[config.mk]
export PLATFORM = sky130hd
export DESIGN_NAME = byte_serializer
export DESIGN_NICKNAME = d
export VERILOG_FILES = /design/src/rtl/byte_convert_pkg.sv /design/src/rtl/read_return_pipe.sv /design/src/rtl/byte_serializer.sv
export SDC_FILE = /design/constraint.sdc
export NUM_CORES = 1
export LEC_CHECK = 0
export ABC_AREA = 1
export BUFFER_PORTS_ARGS = -buffer_cell sky130_fd_sc_hd__buf_2
export CAP_MARGIN = 20
export CORE_ASPECT_RATIO = 0.5
export CORE_MARGIN = 4
export CORE_UTILIZATION = 51
export DETAILED_ROUTE_END_ITERATION = 10
export GPL_ROUTABILITY_DRIVEN = 0
export PLACE_DENSITY = 0.78
export SLEW_MARGIN = 10
export SYNTH_ARGS = -nofsm -noshare
export SYNTH_HDL_FRONTEND = slang
export SYNTH_SLANG_ARGS = --single-unit
[constraint.sdc]
create_clock -name clk_i -period 4.3 [get_ports clk_i]
set_clock_uncertainty 0.1 [all_clocks]
set_input_delay 0.43 -clock clk_i [delete_from_list [all_inputs] [get_ports clk_i]]
set_output_delay 0.43 -clock clk_i [all_outputs]
set_load 0.005 [all_outputs]
[src/rtl/byte_convert_pkg.sv]
// Shared types and sizing helpers for the byte_serializer width converter.
package byte_convert_pkg;

    typedef enum logic [1:0] {
        ST_IDLE  = 2'd0,
        ST_ISSUE = 2'd1,
        ST_DRAIN = 2'd2,
        ST_DONE  = 2'd3
    } state_e;

    localparam int DEFAULT_USE_DATA_BYTE = 8;
    localparam int DEFAULT_MEM_DATA_BYTE = 4;

    function automatic int calc_ratio(input int use_bytes, input int mem_bytes);
        return (mem_bytes > 0) ? use_bytes / mem_bytes : 0;
    endfunction

    // A ratio of 2 still needs a one-bit beat index.
    function automatic int calc_idx_w(input int ratio);
        return (ratio > 2) ? $clog2(ratio) : 1;
    endfunction

endpackage

[src/rtl/read_return_pipe.sv]
// Tracks which buffer slot each outstanding read beat returns into.
module read_return_pipe #(
    parameter int LATENCY = 1,
    parameter int IDX_W   = 1
) (
    input  logic             clk,
    input  logic             rst_n,
    input  logic             push,
    input  logic [IDX_W-1:0] push_idx,
    output logic             ret_valid,
    output logic [IDX_W-1:0] ret_idx,
    output logic             pending
);

    logic [LATENCY-1:0] valid_q;
    logic [IDX_W-1:0]   idx_q [LATENCY];

    always_ff @(posedge clk or negedge rst_n) begin
        if (!rst_n) begin
            valid_q <= '0;
            for (int i = 0; i < LATENCY; i++) begin
                idx_q[i] <= '0;
            end
        end else begin
            valid_q[0] <= push;
            idx_q[0]   <= push_idx;
            for (int i = 1; i < LATENCY; i++) begin
                valid_q[i] <= valid_q[i-1];
                idx_q[i]   <= idx_q[i-1];
            end
        end
    end

    // The last stage lines up with the cycle the memory presents the data.
    assign ret_valid = valid_q[LATENCY-1];
    assign ret_idx   = idx_q[LATENCY-1];

    // Beats still travelling behind the one returning this cycle.
    if (LATENCY > 1) begin : g_pending
        assign pending = |valid_q[LATENCY-2:0];
    end else begin : g_no_pending
        assign pending = 1'b0;
    end

endmodule

[src/rtl/byte_serializer.sv]
// Splits one wide user access into a burst of narrow memory beats and
// reassembles read data into a full user word.
module byte_serializer
    import byte_convert_pkg::*;
#(
    parameter int USE_DATA_BYTE = DEFAULT_USE_DATA_BYTE,
    parameter int MEM_DATA_BYTE = DEFAULT_MEM_DATA_BYTE,
    parameter int ADDR_SIZE     = 32,
    parameter int READ_LATENCY  = 1,
    parameter int SKIP_EMPTY    = 1
) (
    input  logic                       clk_i,
    input  logic                       rst_ni,
    input  logic                       useEnable_i,
    input  logic                       useIsWrite_i,
    input  logic [USE_DATA_BYTE-1:0]   useWriteMask_i,
    input  logic [ADDR_SIZE-1:0]       useAddr_i,
    input  logic [USE_DATA_BYTE*8-1:0] useWriteData_i,
    output logic [USE_DATA_BYTE*8-1:0] useReadData_o,
    output logic                       useHold_o,
    output logic                       memEnable_o,
    output logic                       memIsWrite_o,
    output logic [MEM_DATA_BYTE-1:0]   memWriteMask_o,
    output logic [ADDR_SIZE-1:0]       memAddr_o,
    output logic [MEM_DATA_BYTE*8-1:0] memWriteData_o,
    input  logic [MEM_DATA_BYTE*8-1:0] memReadData_i,
    input  logic                       memHold_i
);

    localparam int RATIO     = calc_ratio(USE_DATA_BYTE, MEM_DATA_BYTE);
    localparam int IDX_W     = calc_idx_w(RATIO);
    localparam int MEM_BITS  = MEM_DATA_BYTE * 8;
    localparam int USE_BITS  = USE_DATA_BYTE * 8;
    localparam int USE_SHIFT = $clog2(USE_DATA_BYTE);
    localparam logic [ADDR_SIZE-1:0] BASE_MASK =
        {{(ADDR_SIZE-USE_SHIFT){1'b1}}, {USE_SHIFT{1'b0}}};

    if (RATIO < 2 || (RATIO & (RATIO - 1)) != 0 ||
        (USE_DATA_BYTE % MEM_DATA_BYTE) != 0 ||
        READ_LATENCY < 1 || READ_LATENCY > 4) begin : g_bad_params
        $fatal(1, "byte_serializer: illegal parameter set");
    end

    state_e                 state_q;
    logic [IDX_W-1:0]       idx_q;
    logic                   is_write_q;
    logic [USE_DATA_BYTE-1:0] mask_q;
    logic [USE_BITS-1:0]    wdata_q;
    logic [ADDR_SIZE-1:0]   base_q;
    logic [USE_BITS-1:0]    rbuf_q;
    logic [USE_BITS-1:0]    rbuf_next;
    logic [USE_BITS-1:0]    rdata_q;

    logic                   first_found;
    logic [IDX_W-1:0]       first_idx;
    logic                   next_found;
    logic [IDX_W-1:0]       next_idx;
    logic                   read_accept;
    logic                   ret_valid;
    logic [IDX_W-1:0]       ret_idx;
    logic                   pending;

    // A beat is skipped only for writes whose mask slice is entirely off.
    function automatic logic beat_live(input logic [USE_DATA_BYTE-1:0] m,
                                       input logic wr, input int i);
        return !(wr && (SKIP_EMPTY != 0) &&
                 (m[i*MEM_DATA_BYTE +: MEM_DATA_BYTE] == '0));
    endfunction

    // Descending scans leave the lowest qualifying index in the result.
    always_comb begin
        first_found = 1'b0;
        first_idx   = '0;
        next_found  = 1'b0;
        next_idx    = '0;
        for (int i = RATIO - 1; i >= 0; i--) begin
            if (beat_live(useWriteMask_i, useIsWrite_i, i)) begin
                first_found = 1'b1;
                first_idx   = IDX_W'(i);
            end
            if (i > int'(idx_q) && beat_live(mask_q, is_write_q, i)) begin
                next_found = 1'b1;
                next_idx   = IDX_W'(i);
            end
        end
    end

    assign read_accept = (state_q == ST_ISSUE) && !memHold_i && !is_write_q;

    read_return_pipe #(
        .LATENCY (READ_LATENCY),
        .IDX_W   (IDX_W)
    ) u_pipe (
        .clk       (clk_i),
        .rst_n     (rst_ni),
        .push      (read_accept),
        .push_idx  (idx_q),
        .ret_valid (ret_valid),
        .ret_idx   (ret_idx),
        .pending   (pending)
    );

    always_comb begin
        rbuf_next = rbuf_q;
        if (ret_valid) begin
            rbuf_next[int'(ret_idx)*MEM_BITS +: MEM_BITS] = memReadData_i;
        end
    end

    always_ff @(posedge clk_i or negedge rst_ni) begin
        if (!rst_ni) begin
            state_q    <= ST_IDLE;
            idx_q      <= '0;
            is_write_q <= 1'b0;
            mask_q     <= '0;
            wdata_q    <= '0;
            base_q     <= '0;
            rbuf_q     <= '0;
            rdata_q    <= '0;
        end else begin
            rbuf_q <= rbuf_next;
            case (state_q)
                ST_IDLE: begin
                    if (useEnable_i) begin
                        is_write_q <= useIsWrite_i;
                        mask_q     <= useWriteMask_i;
                        wdata_q    <= useWriteData_i;
                        base_q     <= useAddr_i & BASE_MASK;
                        idx_q      <= first_idx;
                        state_q    <= first_found ? ST_ISSUE : ST_DONE;
                    end
                end
                ST_ISSUE: begin
                    if (!memHold_i) begin
                        if (next_found) begin
                            idx_q <= next_idx;
                        end else begin
                            state_q <= is_write_q ? ST_DONE : ST_DRAIN;
                        end
                    end
                end
                ST_DRAIN: begin
                    // Publish the word together with its final returning slice.
                    if (!pending) begin
                        rdata_q <= rbuf_next;
                        state_q <= ST_DONE;
                    end
                end
                ST_DONE: state_q <= ST_IDLE;
                default: state_q <= ST_IDLE;
            endcase
        end
    end

    // Memory-side outputs decode straight from registered state, so they
    // cannot move while a beat is held.
    always_comb begin
        memEnable_o    = 1'b0;
        memIsWrite_o   = 1'b0;
        memWriteMask_o = '0;
        memAddr_o      = '0;
        memWriteData_o = '0;
        if (state_q == ST_ISSUE) begin
            memEnable_o  = 1'b1;
            memIsWrite_o = is_write_q;
            memAddr_o    = base_q + ADDR_SIZE'(int'(idx_q) * MEM_DATA_BYTE);
            if (is_write_q) begin
                memWriteMask_o = mask_q[int'(idx_q)*MEM_DATA_BYTE +: MEM_DATA_BYTE];
                memWriteData_o = wdata_q[int'(idx_q)*MEM_BITS +: MEM_BITS];
            end
        end
    end

    always_comb begin
        case (state_q)
            ST_IDLE: useHold_o = useEnable_i;
            ST_DONE: useHold_o = 1'b0;
            default: useHold_o = 1'b1;
        endcase
    end

    assign useReadData_o = rdata_q;

endmodule
# ---- Word-level counts from Yosys, hierarchy flattened
# Index checks and enable logic that the tools add are counted.
dict set report classes {
  shifts 4
  eq_ne 7
  n_reduce_logical 17
  mux 24
  add_sub_neg 2
  magnitude_cmp 1
}
# op n
set ops {}
lappend ops {{32-bit 2-to-1 mux} 3}
lappend ops {{64-bit bitwise mux} 1}
lappend ops {{64-bit 2-to-1 mux} 1}
lappend ops {{32-bit by 33-bit variable shift with 64-bit output, first input constant} 1}
lappend ops {{32-bit by 33-bit variable part select with 64-bit output} 1}
lappend ops {{64-bit by 7-bit variable part select with 32-bit output} 1}
lappend ops {{6-bit negator with 33-bit output} 1}
lappend ops {{32-bit by 3-bit adder with 32-bit output} 1}
lappend ops {{4-bit logical NOT} 3}
lappend ops {{1-bit 2-to-1 mux} 10}
lappend ops {{2-bit 2-to-1 mux} 4}
lappend ops {{4-bit 2-to-1 mux} 2}
lappend ops {{2-bit != test, second input constant} 4}
lappend ops {{2-bit case mux with 4 select lines} 1}
lappend ops {{8-bit by 4-bit variable part select with 4-bit output} 1}
lappend ops {{1-bit logical AND} 6}
lappend ops {{2-bit == test, second input constant} 2}
lappend ops {{1-bit case mux with 2 select lines} 2}
lappend ops {{4-bit AND reduction} 1}
lappend ops {{1-bit logical NOT} 3}
lappend ops {{3-bit AND reduction} 1}
lappend ops {{2-bit by 1-bit == test with 1-bit output, second input constant} 1}
lappend ops {{2-bit logical NOT} 1}
lappend ops {{2-bit AND reduction} 1}
lappend ops {{2 further kinds} 2}
dict set report word_totals {
  regBits 235
  out_inout_bits 135
  input_bits 141
}

# ---- Logic depth before layout (Yosys ltp)
dict set report depth {
  word_depth 8
  mapped_depth 10
}

# ---- Cells and area by module
# A second synthesis with hierarchy kept.
dict set report unflattened {
  hier_cells 854
  area_unflattened_um2 10020.9
}
# mod seq_area_each_um2 cells_per_inst instances area_per_inst_um2
set by_module_without_submodules {}
lappend by_module_without_submodules {byte_serializer 5830.6 850 1 9959.6}
lappend by_module_without_submodules {read_return_pipe 50.0 4 1 61.3}

# ---- Worst setup path after synthesis
# No wires, ideal clock.
dict set report synth_path {
  kind {register -> output}
  from {register state_q[1]}
  to {output port memWriteData_o[10]}
  stages_incl_launch_ff 7
  required_time_ns 3.770
  arrival_time_ns 1.404
  setup_slack_ns 2.366
  path_cell_list {dfrtp_1 inv_1 ha_1 buf_2 nand2_1 clkbuf_1 nor3_1}
}
dict set report synth_between {
  elab_chain_cells 2
}
# item line_no
set synth_lines {}
lappend synth_lines {{from (decl)} byte_serializer.sv:44} ;# state_e state_q;
lappend synth_lines {{from (signal assigned)} byte_serializer.sv:130} ;# state_q <= first_found ? ST_ISSUE : ST_DONE;
lappend synth_lines {{from (signal assigned)} byte_serializer.sv:138} ;# state_q <= is_write_q ? ST_DONE : ST_DRAIN;
lappend synth_lines {{2-bit by 1-bit == test with 1-bit output} byte_serializer.sv:163} ;# if (state_q == ST_ISSUE) begin
lappend synth_lines {{32-bit 2-to-1 mux} byte_serializer.sv:163}
lappend synth_lines {{to (decl)} byte_serializer.sv:25} ;# output logic [MEM_DATA_BYTE*8-1:0] memWriteData_o,
# Every way passes these cells.

# ---- Worst setup path after layout
dict set report layout_path {
  from {register state_q[1]}
  to {output port memWriteData_o[4]}
}
# The elaborated chain is that of the path after synthesis.

==> reports/qor.yml <==
setup_path:
  cp_common_cell: "buf_4"
  arrival_ns: 2.47
  worst-setup-path-type: "flop to output port"
  crit_path_top_delay_cell: "dfrtp_1"
  worstPathRequired_ns: 3.77
  critPathMaxStageDelay_ns: 0.42
  cp_top_family: "buffers and inverters"
  r2r_slack_ns: 1.59
  critical_path_buf_inv_count: 4
  path_max_fanout: 34
  path_cells: "inv_1 -> ha_1 -> buf_4 -> nand2_1 -> buf_4 -> nor3_1 -> buf_2"
  cp-start-kind: "flop"
  cp-end-kind: "output port"
timing:
  relSlewSlack: 0.333
  whs_ns: 0.0381
  hold_viol: 0
  fin_crit_sh: 0.698
  setup_viol: 0
  fmax_ghz: 0.333
  worst_pin_slew_ns: 1.00
  fin_ws_ns: 1.30
  min_period_ns: 3.00
  slew_violations: 0
  rsz0062_at_grt: "no"
  setup_total_negative_slack_ns: 0
global_routing:
  grt.total_usage: 0.205
  use_met1: 0.266
  use_met3: 0.0456
  grt_pass1_wl_um: 36800
  grt-ovfl-total: 0
  grt.busiest_layer: "met2"
  grt_use_met2: 0.349
  first_global_vias: 7287
  antenna_found_initial: 3
  grt_max_degree: 99
clocking:
  clockBufferDepth: 3
  cts_tree: "done"
  cts_resized: 0
  cts_htree_levels: 1
  clock_latency_ns: 0.49
  cts_sinks: 235
  cts_hold_buffers: 1
  clk_pin_slew_worst_paths_ns: 0.07
  root_buffer: "clkbuf_16"
  numCtsBuffers: 21
  post-cts-setup-buffer-count: 0
floorplanning:
  die-area_um2: 21900
  initial_core_util: 0.529
  die_h_um: 107
  rows: 35
  ioPinCount: 276
  fp.coreArea_um2: 18700
  die_width_um: 205
synth:
  yosys_most_used_dff: "dfrtp_1"
  ys_async_sr_fraction: 1.00
  synth_top_area_frac: 0.593
  synth_sequential_area_ratio: 0.593
  synth.cell_area_um2: 9920
  synth_cell_types: 21
  synth_area_per_cell_um2: 11.7
  yosysTopAreaCell: "dfrtp_1"
  synth_area_leaders: "dfrtp_1 59%, mux2_4 11%, mux2_2 9.7%"
  yosysWarnings: 0
  ys_seq_elements: 235
  synthCells: 846
  synth_edf_count: 0
final_layout:
  multi_input_area_um2: 3480
  num-fill-cells: 1423
  nets: 1251
  drive_gt1_frac: 0.424
  regArea_um2: 5880
  area_delta_synth_final_pct: 23.1
status:
  status: "complete, no violations"
route:
  vias: 6876
  totalWireLength_um: 22800
  drc: 0
  drtIter0Drc: 297
  firstDrtPassIters: 4
  wl_per_cell_um: 16.5
  ant_nets: 0
  via_per_inst: 4.98
placement:
  place_ws_ns: 1.60
  port_buffers: 270
  hpwl_um: 15500
flow_run:
  cap_violations: 0
pwr:
  power_density_nw_per_um2: 747
  leakage_nw: 6.53
  peakVddDrop_v: 0.000345
worst_hold_path:
  worst_hold_path_type: "input pin to flop"
[per-layer routing]
layer  part of all wire  routed length (um)  up-vias
li1                   -                   -     3270
met5            0.00031                   7        -
met1               0.43                9710     3374
met2               0.49               11200      190
met3              0.057                1290       40
met4              0.026                 597        2
[metrics by stage]
| stage | power (mW) | utilization | std cells | area [um^2] |
|---|---|---|---|---|
| 2_1_floorplan | 6.07 | - | 847 | 9920 |
| 3_3_place_gp | 7.04 | 0.609 | 1338 | 11400 |
| 3_5_place_dp | 7.25 | 0.610 | 1339 | 11400 |
| 4_1_cts | 9.20 | 0.648 | 1377 | 12200 |
| 5_1_grt | 9.77 | 0.651 | 1381 | 12200 |
| 6_report | 9.12 | 0.651 | 1382 | 12200 |
[logic make-up (layout without fill, tap and decap cells)]
family                     Yosys count  after routing  share of synthesized area
AOI/OAI and AO/OA                   79             79                     0.0399
adders and majority gates            4              4                    0.00505
buffers and inverters              125            398                     0.0579
DFF                                235            235                      0.593
muxes                              158            158                      0.206
other                                1              5                   0.000378
and+or+nand+nor                    244            244                     0.0979
[synth_stat cells, types with 5 or more instances]
master,n
o21ai_0,71
buf_2,22
clkbuf_1,12
buf_6,9
nor3_1,35
nand2_1,124
inv_1,77
dfrtp_1,235
mux2_2,85
nand3_1,5
mux2_4,70
nor2_1,78
[cell usage in the layout, fill, tap and decap left out, types with 4 or more instances in the layout]
master | netlist | final
o21ai_0 | 71 | 71
clkbuf_16 | 0 | 21
nor3_1 | 35 | 35
nor2_1 | 78 | 78
o21ai_1 | 4 | 4
nand2_1 | 124 | 123
mux2_2 | 85 | 85
a21oi_1 | 4 | 4
inv_1 | 77 | 77
mux2_4 | 70 | 70
buf_2 | 22 | 269
buf_4 | 2 | 8
dfrtp_1 | 235 | 235
nand3_1 | 5 | 5
[area by class of cell]
cell class,instances,area share
clock inverters,10,0.00984
inverters,78,0.0240
well taps,259,0.0266
repair buffers,283,0.125
diodes,3,0.000615
multi-input cells,487,0.285
clock buffers,27,0.0474
flip-flops and latches,235,0.482
[flip-flops by register name, summed over array words and instances, names as in the netlist]
signal,cells
wdata_q,64
is_write_q,1
rbuf_q,64
mask_q,8
u_pipe.ret_idx,1
state_q,2
idx_q,1
useReadData_o,64
base_q,29
u_pipe.ret_valid,1
[worst paths after layout]
kind,startpoint,to,depth (start not counted)
worst min register to register,mask_q[0]$_DFFE_PN0P_,mask_q[0]$_DFFE_PN0P_,2
worst min-delay path,memHold_i,u_pipe.ret_valid$_DFF_PN0_,2
min in group asynchronous,rst_ni,wdata_q[62]$_DFFE_PN0P_,2
max in group asynchronous,rst_ni,base_q[15]$_DFFE_PN0P_,3
worst max register to register,state_q[0]$_DFFE_PN0P_,wdata_q[37]$_DFFE_PN0P_,5
worst max-delay path,state_q[1]$_DFFE_PN0P_,memWriteData_o[4],7
[where the power goes]
group | switching (mW) | internal, mW | total, mW
clock network | 0.820 | 1.08 | 1.90
logic | 1.59 | 1.77 | 3.36
registers | 0.538 | 3.32 | 3.86
total | 2.94 | 6.18 | 9.12
No activity file was read; power rests on OpenSTA's default activity.
